==> src/rtl/fetch_queue_pkg.sv <==
// Shared CPU fetch definitions: default widths, the fetch-entry record handed
// to decode, and the occupancy-counter width helper.
package fetch_queue_pkg;

  localparam int ADDR_W_DEF  = 16;
  localparam int INSTR_W_DEF = 32;
  localparam int DEPTH_DEF   = 4;

  typedef struct packed {
    logic [ADDR_W_DEF-1:0]  pc;
    logic [INSTR_W_DEF-1:0] instr;
  } fetch_entry_t;

  // A counter able to hold 0..depth inclusive needs one bit beyond the pointer.
  function automatic int count_width(input int depth);
    return $clog2(depth) + 1;
  endfunction

endpackage

==> src/rtl/fetch_queue_fifo.sv <==
// Generic DEPTH x WIDTH synchronous FIFO with clear, occupancy count and
// zeroed read data when empty. Storage is deliberately not reset.
module fetch_fifo
  import fetch_queue_pkg::*;
#(
  parameter int  DEPTH = DEPTH_DEF,
  parameter int  WIDTH = ADDR_W_DEF + INSTR_W_DEF,
  localparam int PTR_W = $clog2(DEPTH),
  localparam int CNT_W = count_width(DEPTH)
) (
  input  logic             clk,
  input  logic             rst_n,
  input  logic             clear,
  input  logic             wr_en,
  input  logic [WIDTH-1:0] wr_data,
  input  logic             rd_en,
  output logic [WIDTH-1:0] rd_data,
  output logic             empty,
  output logic             full,
  output logic [CNT_W-1:0] count
);

  logic [PTR_W-1:0] wr_ptr_q, wr_ptr_d;
  logic [PTR_W-1:0] rd_ptr_q, rd_ptr_d;
  logic [CNT_W-1:0] count_q, count_d;
  logic [WIDTH-1:0] mem_q [DEPTH];
  logic             wr_fire;
  logic             rd_fire;

  assign empty   = (count_q == '0);
  assign full    = (count_q == CNT_W'(DEPTH));
  assign wr_fire = wr_en && !full && !clear;
  assign rd_fire = rd_en && !empty && !clear;
  assign count   = count_q;
  assign rd_data = empty ? '0 : mem_q[rd_ptr_q];

  always_comb begin
    wr_ptr_d = wr_ptr_q;
    rd_ptr_d = rd_ptr_q;
    count_d  = count_q;
    if (clear) begin
      wr_ptr_d = '0;
      rd_ptr_d = '0;
      count_d  = '0;
    end else begin
      // Pointers wrap naturally because DEPTH is a power of two.
      if (wr_fire) wr_ptr_d = wr_ptr_q + 1'b1;
      if (rd_fire) rd_ptr_d = rd_ptr_q + 1'b1;
      case ({wr_fire, rd_fire})
        2'b10:   count_d = count_q + 1'b1;
        2'b01:   count_d = count_q - 1'b1;
        default: count_d = count_q;
      endcase
    end
  end

  always_ff @(posedge clk or negedge rst_n) begin
    if (!rst_n) begin
      wr_ptr_q <= '0;
      rd_ptr_q <= '0;
      count_q  <= '0;
    end else begin
      wr_ptr_q <= wr_ptr_d;
      rd_ptr_q <= rd_ptr_d;
      count_q  <= count_d;
    end
  end

  always_ff @(posedge clk) begin
    if (wr_fire) mem_q[wr_ptr_q] <= wr_data;
  end

endmodule

==> src/rtl/fetch_queue.sv <==
// Instruction-fetch queue: credit-based PC acceptance, one synchronous imem
// read per accepted PC, buffering of {pc, instr} for decode, branch flush.
module fetch_queue
  import fetch_queue_pkg::*;
#(
  parameter int  ADDR_W  = ADDR_W_DEF,
  parameter int  INSTR_W = INSTR_W_DEF,
  parameter int  DEPTH   = DEPTH_DEF,
  localparam int CNT_W   = count_width(DEPTH)
) (
  input  logic               CLK,
  input  logic               RST_N,
  input  logic [ADDR_W-1:0]  i_pc,
  input  logic               i_pc_valid,
  output logic               o_pc_ready,
  output logic               o_imem_en,
  output logic [ADDR_W-1:0]  o_imem_addr,
  input  logic [INSTR_W-1:0] i_imem_data,
  input  logic               i_flush,
  output logic [INSTR_W-1:0] o_instr,
  output logic [ADDR_W-1:0]  o_instr_pc,
  output logic               o_instr_valid,
  input  logic               i_instr_ready,
  output logic [CNT_W-1:0]   o_count
);

  localparam int ENTRY_W = ADDR_W + INSTR_W;

  logic                inflight_q, inflight_d;
  logic [ADDR_W-1:0]   pc_q, pc_d;
  logic [CNT_W:0]      credits_used;
  logic                credit_ok;
  logic                pc_ready;
  logic                accept;
  logic                capture;
  logic                dequeue;
  logic [ENTRY_W-1:0]  fifo_rd_data;
  logic                fifo_empty;
  logic                fifo_full;
  logic [CNT_W-1:0]    fifo_count;

  // A read in flight already owns a slot, so it is counted as occupied.
  assign credits_used = {1'b0, fifo_count} + (CNT_W+1)'(inflight_q);
  assign credit_ok    = credits_used < (CNT_W+1)'(DEPTH);
  assign pc_ready     = RST_N && !i_flush && credit_ok;
  assign accept       = i_pc_valid && pc_ready;

  assign o_pc_ready  = pc_ready;
  assign o_imem_en   = accept;
  assign o_imem_addr = RST_N ? i_pc : '0;

  assign capture = inflight_q && !i_flush && !fifo_full;
  assign dequeue = !fifo_empty && i_instr_ready && !i_flush;

  always_comb begin
    inflight_d = accept;
    pc_d       = pc_q;
    if (accept) pc_d = i_pc;
  end

  always_ff @(posedge CLK or negedge RST_N) begin
    if (!RST_N) begin
      inflight_q <= 1'b0;
      pc_q       <= '0;
    end else begin
      inflight_q <= inflight_d;
      pc_q       <= pc_d;
    end
  end

  fetch_fifo #(
    .DEPTH (DEPTH),
    .WIDTH (ENTRY_W)
  ) u_fifo (
    .clk     (CLK),
    .rst_n   (RST_N),
    .clear   (i_flush),
    .wr_en   (capture),
    .wr_data ({pc_q, i_imem_data}),
    .rd_en   (dequeue),
    .rd_data (fifo_rd_data),
    .empty   (fifo_empty),
    .full    (fifo_full),
    .count   (fifo_count)
  );

  assign {o_instr_pc, o_instr} = fifo_rd_data;
  assign o_instr_valid         = !fifo_empty;
  assign o_count               = fifo_count;

endmodule
==> config.mk <==
export PLATFORM = sky130hd
export DESIGN_NAME = fetch_queue
export DESIGN_NICKNAME = d
export VERILOG_FILES = /design/src/rtl/fetch_queue_pkg.sv /design/src/rtl/fetch_queue_fifo.sv /design/src/rtl/fetch_queue.sv
export SDC_FILE = /design/constraint.sdc
export NUM_CORES = 1
export LEC_CHECK = 0
export BUFFER_PORTS_ARGS = -buffer_cell sky130_fd_sc_hd__clkbuf_2
export CAP_MARGIN = 20
export CORE_MARGIN = 2
export CORE_UTILIZATION = 35
export CTS_CLUSTER_SIZE = 24
export DETAILED_ROUTE_END_ITERATION = 6
export GPL_TIMING_DRIVEN = 0
export HOLD_SLACK_MARGIN = 0.08
export SLEW_MARGIN = 30
export SYNTH_ARGS = -nofsm -noshare
export SYNTH_HDL_FRONTEND = slang
export SYNTH_SLANG_ARGS = --single-unit
export TNS_END_PERCENT = 100
==> constraint.sdc <==
create_clock -name CLK -period 3.1 [get_ports CLK]
set_input_delay 0.31 -clock CLK [delete_from_list [all_inputs] [get_ports CLK]]
set_output_delay 0.31 -clock CLK [all_outputs]
set_load 0.05 [all_outputs]
**After elaboration in Yosys (flattened, before gate mapping)**

Memory sizes are Yosys's and may differ from the RTL's.
Index checks and enable logic that the tools add are counted.

- Add/sub/neg operators: 5
- Magnitude comparators: 1
- Eq/ne operators: 3
- Multiplexer cells: 10
- Reductions and logical operators: 18

Operators with widths:

| kind | number |
|---|---|
| 2-to-1 mux 48 bit | 1 |
| 2-to-1 mux 16 bit | 1 |
| logical AND 1 bit | 11 |
| 2-to-1 mux 2 bit | 4 |
| one-hot mux 3 bit (2 select lines) | 1 |
| adder 2 x 1 -> 2 bit, second input constant | 2 |
| adder 3 x 1 -> 4 bit | 1 |
| < comparator 4 x 3 -> 1 bit, second input constant | 1 |
| nonzero test 2 bit | 2 |
| adder 3 x 1 -> 3 bit, second input constant | 1 |
| equality test 3 bit, second input constant | 1 |
| logical NOT 1 bit | 3 |
| logical NOT 3 bit | 1 |
| 2-to-1 mux 3 bit | 1 |
| nonzero test 3 bit | 1 |
| subtractor 3 x 1 -> 3 bit, second input constant | 1 |
| equality test 2 x 1 -> 1 bit, second input constant | 1 |
| equality test 2 bit, second input constant | 1 |
| 2-to-1 mux 1 bit | 2 |

- Bits in registers: 24
- Bits in writable memories: 192
- Output and inout port bits: 70
- Word-level logic and storage cells: 43
- Memories kept: 1

Memory list:

| memory | words | width | read ports | clocked after Yosys merged registers in | write ports | line | text |
|---|---|---|---|---|---|---|---|
| u_fifo.mem_q | 4 | 48 | 1 | 0 | 1 | fetch_queue_fifo.sv:26 | `logic [WIDTH-1:0] mem_q [DEPTH];` |

**Depth between registers and ports, before layout**

- Word-level depth: 9
- Gate-level depth with buffers: 8
- Depth with buffers taken out: 7

**Cells and area by module**

A second synthesis with hierarchy kept.

- Cell total of the unflattened synthesis: 431
- Area, all modules: 8775.9 µm²

Modules (own cells, without submodules):

| module | instances | cells each | area each (µm²) | seq. area each (µm²) |
|---|---|---|---|---|
| fetch_fifo | 1 | 371 | 7935.1 | 5940.7 |
| fetch_queue | 1 | 60 | 840.8 | 425.4 |

**Worst setup path after synthesis**

OpenSTA, ideal clock, no wires.

- Path kind: reg2out
- From: register u_fifo.count_q[0], in the netlist u_fifo.count[0]
- To: output port o_imem_en
- Arrival time: 2.148 ns
- Data required time: 2.790 ns
- Setup slack: 0.642 ns
- Stages on the path, launching flop included: 6
- Path through: dfrtp_1 > nand3_1 > and3_1 > nand2_1 > buf_2 > inv_1

- Word-level cells in the longest chain between the ends: 4

RTL lines:

| what | line | text |
|---|---|---|
| start: declaration | fetch_queue_fifo.sv:25 | `logic [CNT_W-1:0] count_q, count_d;` |
| start signal: assignment | fetch_queue_fifo.sv:65 | `count_q <= count_d;` |
| adder 3 x 1 -> 4 bit | fetch_queue.sv:43 | `assign credits_used = {1'b0, fifo_count} + (CNT_W+1)'(inflight_q);` |
| < comparator 4 x 3 -> 1 bit | fetch_queue.sv:44 | `assign credit_ok = credits_used < (CNT_W+1)'(DEPTH);` |
| logical AND 1 bit | fetch_queue.sv:45 | `assign pc_ready = RST_N && !i_flush && credit_ok;` |
| net o_pc_ready | fetch_queue.sv:15 | `output logic o_pc_ready,` |
| logical AND 1 bit | fetch_queue.sv:46 | `assign accept = i_pc_valid && pc_ready;` |
| end: declaration | fetch_queue.sv:16 | `output logic o_imem_en,` |

The timed path passes the listed nets, and every way through them passes these cells.

**Worst setup path after layout**

- From: register u_fifo.count_q[0], in the netlist u_fifo.count[0]
- To: output port o_imem_en

- Word-level cells in the longest chain between the ends: 4

RTL lines:

| what | line |
|---|---|
| adder 3 x 1 -> 4 bit | fetch_queue.sv:43 |
| < comparator 4 x 3 -> 1 bit | fetch_queue.sv:44 |
| logical AND 1 bit | fetch_queue.sv:45 |
| logical AND 1 bit | fetch_queue.sv:46 |

Every way passes these cells.

==> impl_metrics.json <==
{
  "ys_warn_count": 0,
  "boundaryPins": 123,
  "slew_viol_final": 0,
  "dp_slack_ns": 0.446,
  "die_h_um": 160,
  "n_antenna_cell": 0,
  "final_cell_mix": "192 x edfxtp_1, 123 x clkbuf_2, 64 x and2_1, 48 x mux4_2, 47 x dlygate4sd3_1",
  "post_drt_wl_per_cell_um": 18.4,
  "setup_viol": 0,
  "slew_headroom": 0.446,
  "layout_commonest_cell": "edfxtp_1",
  "setup_slack_ns": 0.331,
  "drt-initial-drc-count": 198,
  "fin_crit_sh": 0.893,
  "fp-row-count": 56,
  "synth.avg_cell_area_sq_um": 20.8,
  "clock_skew_ns": 0.00962,
  "critPathLaunchType": "flip-flop",
  "hold_class": "input pin to flip-flop",
  "finish.utilization": 0.452,
  "grt_max_degree": 49,
  "initial_core_util": 0.359,
  "hold-worst-slack_ns": 0.0873,
  "tritoncts": "done",
  "placed_cell_area_sq_um": 9490,
  "endpoint_kind": "output port",
  "viasPerCell": 4.65,
  "criticalPathCategory": "flip-flop to output port",
  "grt_pass1_vias": 4814,
  "drive_above_1_share": 0.380,
  "globalRouteOverflowTotal": 0,
  "crit_fanout": 10,
  "multiInputGateArea_sq_um": 2010,
  "yosysSeqAreaShare": 0.752,
  "wl_met3_um": 767,
  "cts_sinks": 216,
  "crit_arrival_ns": 2.46,
  "report.final.hold_viol_count": 0,
  "power_leakage_nw": 3.81,
  "syn_area_sq_um": 8470,
  "grt_pass1_wl_um": 27000,
  "cts_buffers": 23,
  "hpwl_um": 10100,
  "status": "complete, no violations",
  "fin_nets": 661,
  "reg2reg_depth": 8,
  "place_congestion": 0.673,
  "antenna_found_initial": 0,
  "cp.required_ns": 2.79,
  "synthCells": 408,
  "coreArea_sq_um": 23600,
  "worstHoldPathCells": 2,
  "worst_pin_slew_ns": 0.831,
  "drv_cap": 0,
  "r2r_setup_slack_ns": 0.82,
  "wl_met2_um": 8710,
  "highest_layer": "met4",
  "die_area_sq_um": 25500,
  "clk_path_buf_depth": 3,
  "grt_usage": 0.138,
  "ant_nets": 0,
  "htree_levels": 1,
  "die_w_um": 160,
  "synth_seq_cells": 216,
  "io_buffer_count": 122,
  "drc_errors": 0,
  "fin_setup_tns_ns": 0,
  "ys_types": 33,
  "regArea_sq_um": 6370,
  "finalCriticalPeriod_ns": 2.77,
  "root_buffer": "clkbuf_16",
  "syn-num-nets": 466,
  "area_growth_pct": 25.9,
  "clk_pin_slew_ns": 0.06,
  "max_freq_mhz": 361,
  "peakVddDrop_uv": 494,
  "routed_wirelength_um": 17300,
  "dr.pass1.iters": 4,
  "power_density_nw_per_um2": 835,
  "fillers": 2085,
  "clock_latency_ns": 0.49,
  "drt-met1-wl_um": 7490,
  "vias": 4353,
  "rsz0062_at_grt": "no",
  "final_area_sq_um": 10700
}
==> per-stage QoR <==
step           power, mW  cells
2_1_floorplan       5.74    408
3_5_place_dp        6.48    849
4_1_cts             9.05    937
6_report            8.90    937
3_3_place_gp        6.43    849
5_1_grt             9.34    937
==> cell families after synthesis <==
kind of cell	Yosys count	synth area share
DFF	216	0.752
and+or+nand+nor	89	0.0649
muxes	67	0.153
buffers and inverters	24	0.0127
adders and majority gates	5	0.00828
AOI/OAI and AO/OA	4	0.00502
xor gates and xnor gates	3	0.00399
==> metal layers <==
layer / vias up / GRT usage
li1: 2005 / -
met2: 109 / 0.242
met5: - / 0
met4: 0 / 0.0277
met1: 2222 / 0.178
met3: 17 / 0.0281
==> final timing paths <==
check	start	endpoint
setup / recovery	u_fifo.count[0]	o_imem_en
hold / removal	i_pc[0]	pc_q[0]
setup reg to reg	inflight_q	u_fifo.count[2]
hold reg to reg	pc_q[0]	u_fifo.mem_q[0][32]
max in group asynchronous	RST_N	u_fifo.wr_ptr_q[0]
min in group asynchronous	RST_N	pc_q[3]
==> critical path, cell delays in order (launching register included) <==
cell and delay, ns:
dfrtp_1 0.56, nand3_1 0.11, and3_1 0.19, nand2_1 0.37
buf_2 0.39, inv_1 0.09, clkbuf_2 0.25
==> registers in the layout, summed over array words and instances, names as in the netlist <==
register	flops
u_fifo.wr_ptr_q	2
inflight_q	1
u_fifo.rd_ptr_q	2
u_fifo.mem_q	192
pc_q	16
u_fifo.count	3
==> cell usage after synthesis (all sizes together) <==
library cell	count	area share
edfxtp	192	0.68
and2	65	0.048
mux4	48	0.13
dfrtp	24	0.071
mux2	18	0.024
buf	12	0.0074
clkbuf	8	0.0035
and3	6	0.0050
nor2	5	0.0022
ha	4	0.0059
inv	4	0.0018
xor2	3	0.0040
nand2	2	0.00089
nand2b	2	0.0015
nand3	2	0.0012
nor3	2	0.0012
o31ai	2	0.0034
a211o	1	0.0010
a21oi	1	0.00059
and2b	1	0.00089
fa	1	0.0024
mux2i	1	0.0012
nand4	1	0.00074
nor2b	1	0.00074
or3	1	0.00089
or3b	1	0.0013
==> area by class of cell <==
type                       count  area share
sequential                   216       0.597
inverter                       4     0.00141
tap                          319      0.0374
buffer                        20     0.00880
multi-input combinational    168       0.188
clock buffer                  35      0.0591
clock inverter                 5     0.00446
timing repair buffer         170       0.103
==> what timing repair did <==
action	CTS	global route
hold endpoints to repair	166	0
setup endpoints to repair	0	6
hold buffers	48	0
setup buffers	0	0
gates resized for setup	0	1
==> where the power goes <==
part	leakage (nW)	switching (mW)	total, mW	internal (mW)
clock network	0.329	1.03	2.51	1.48
registers	2.03	0.139	3.54	3.41
logic	1.45	1.91	2.85	0.945
Note: power is estimated with default switching activity, not from simulation.
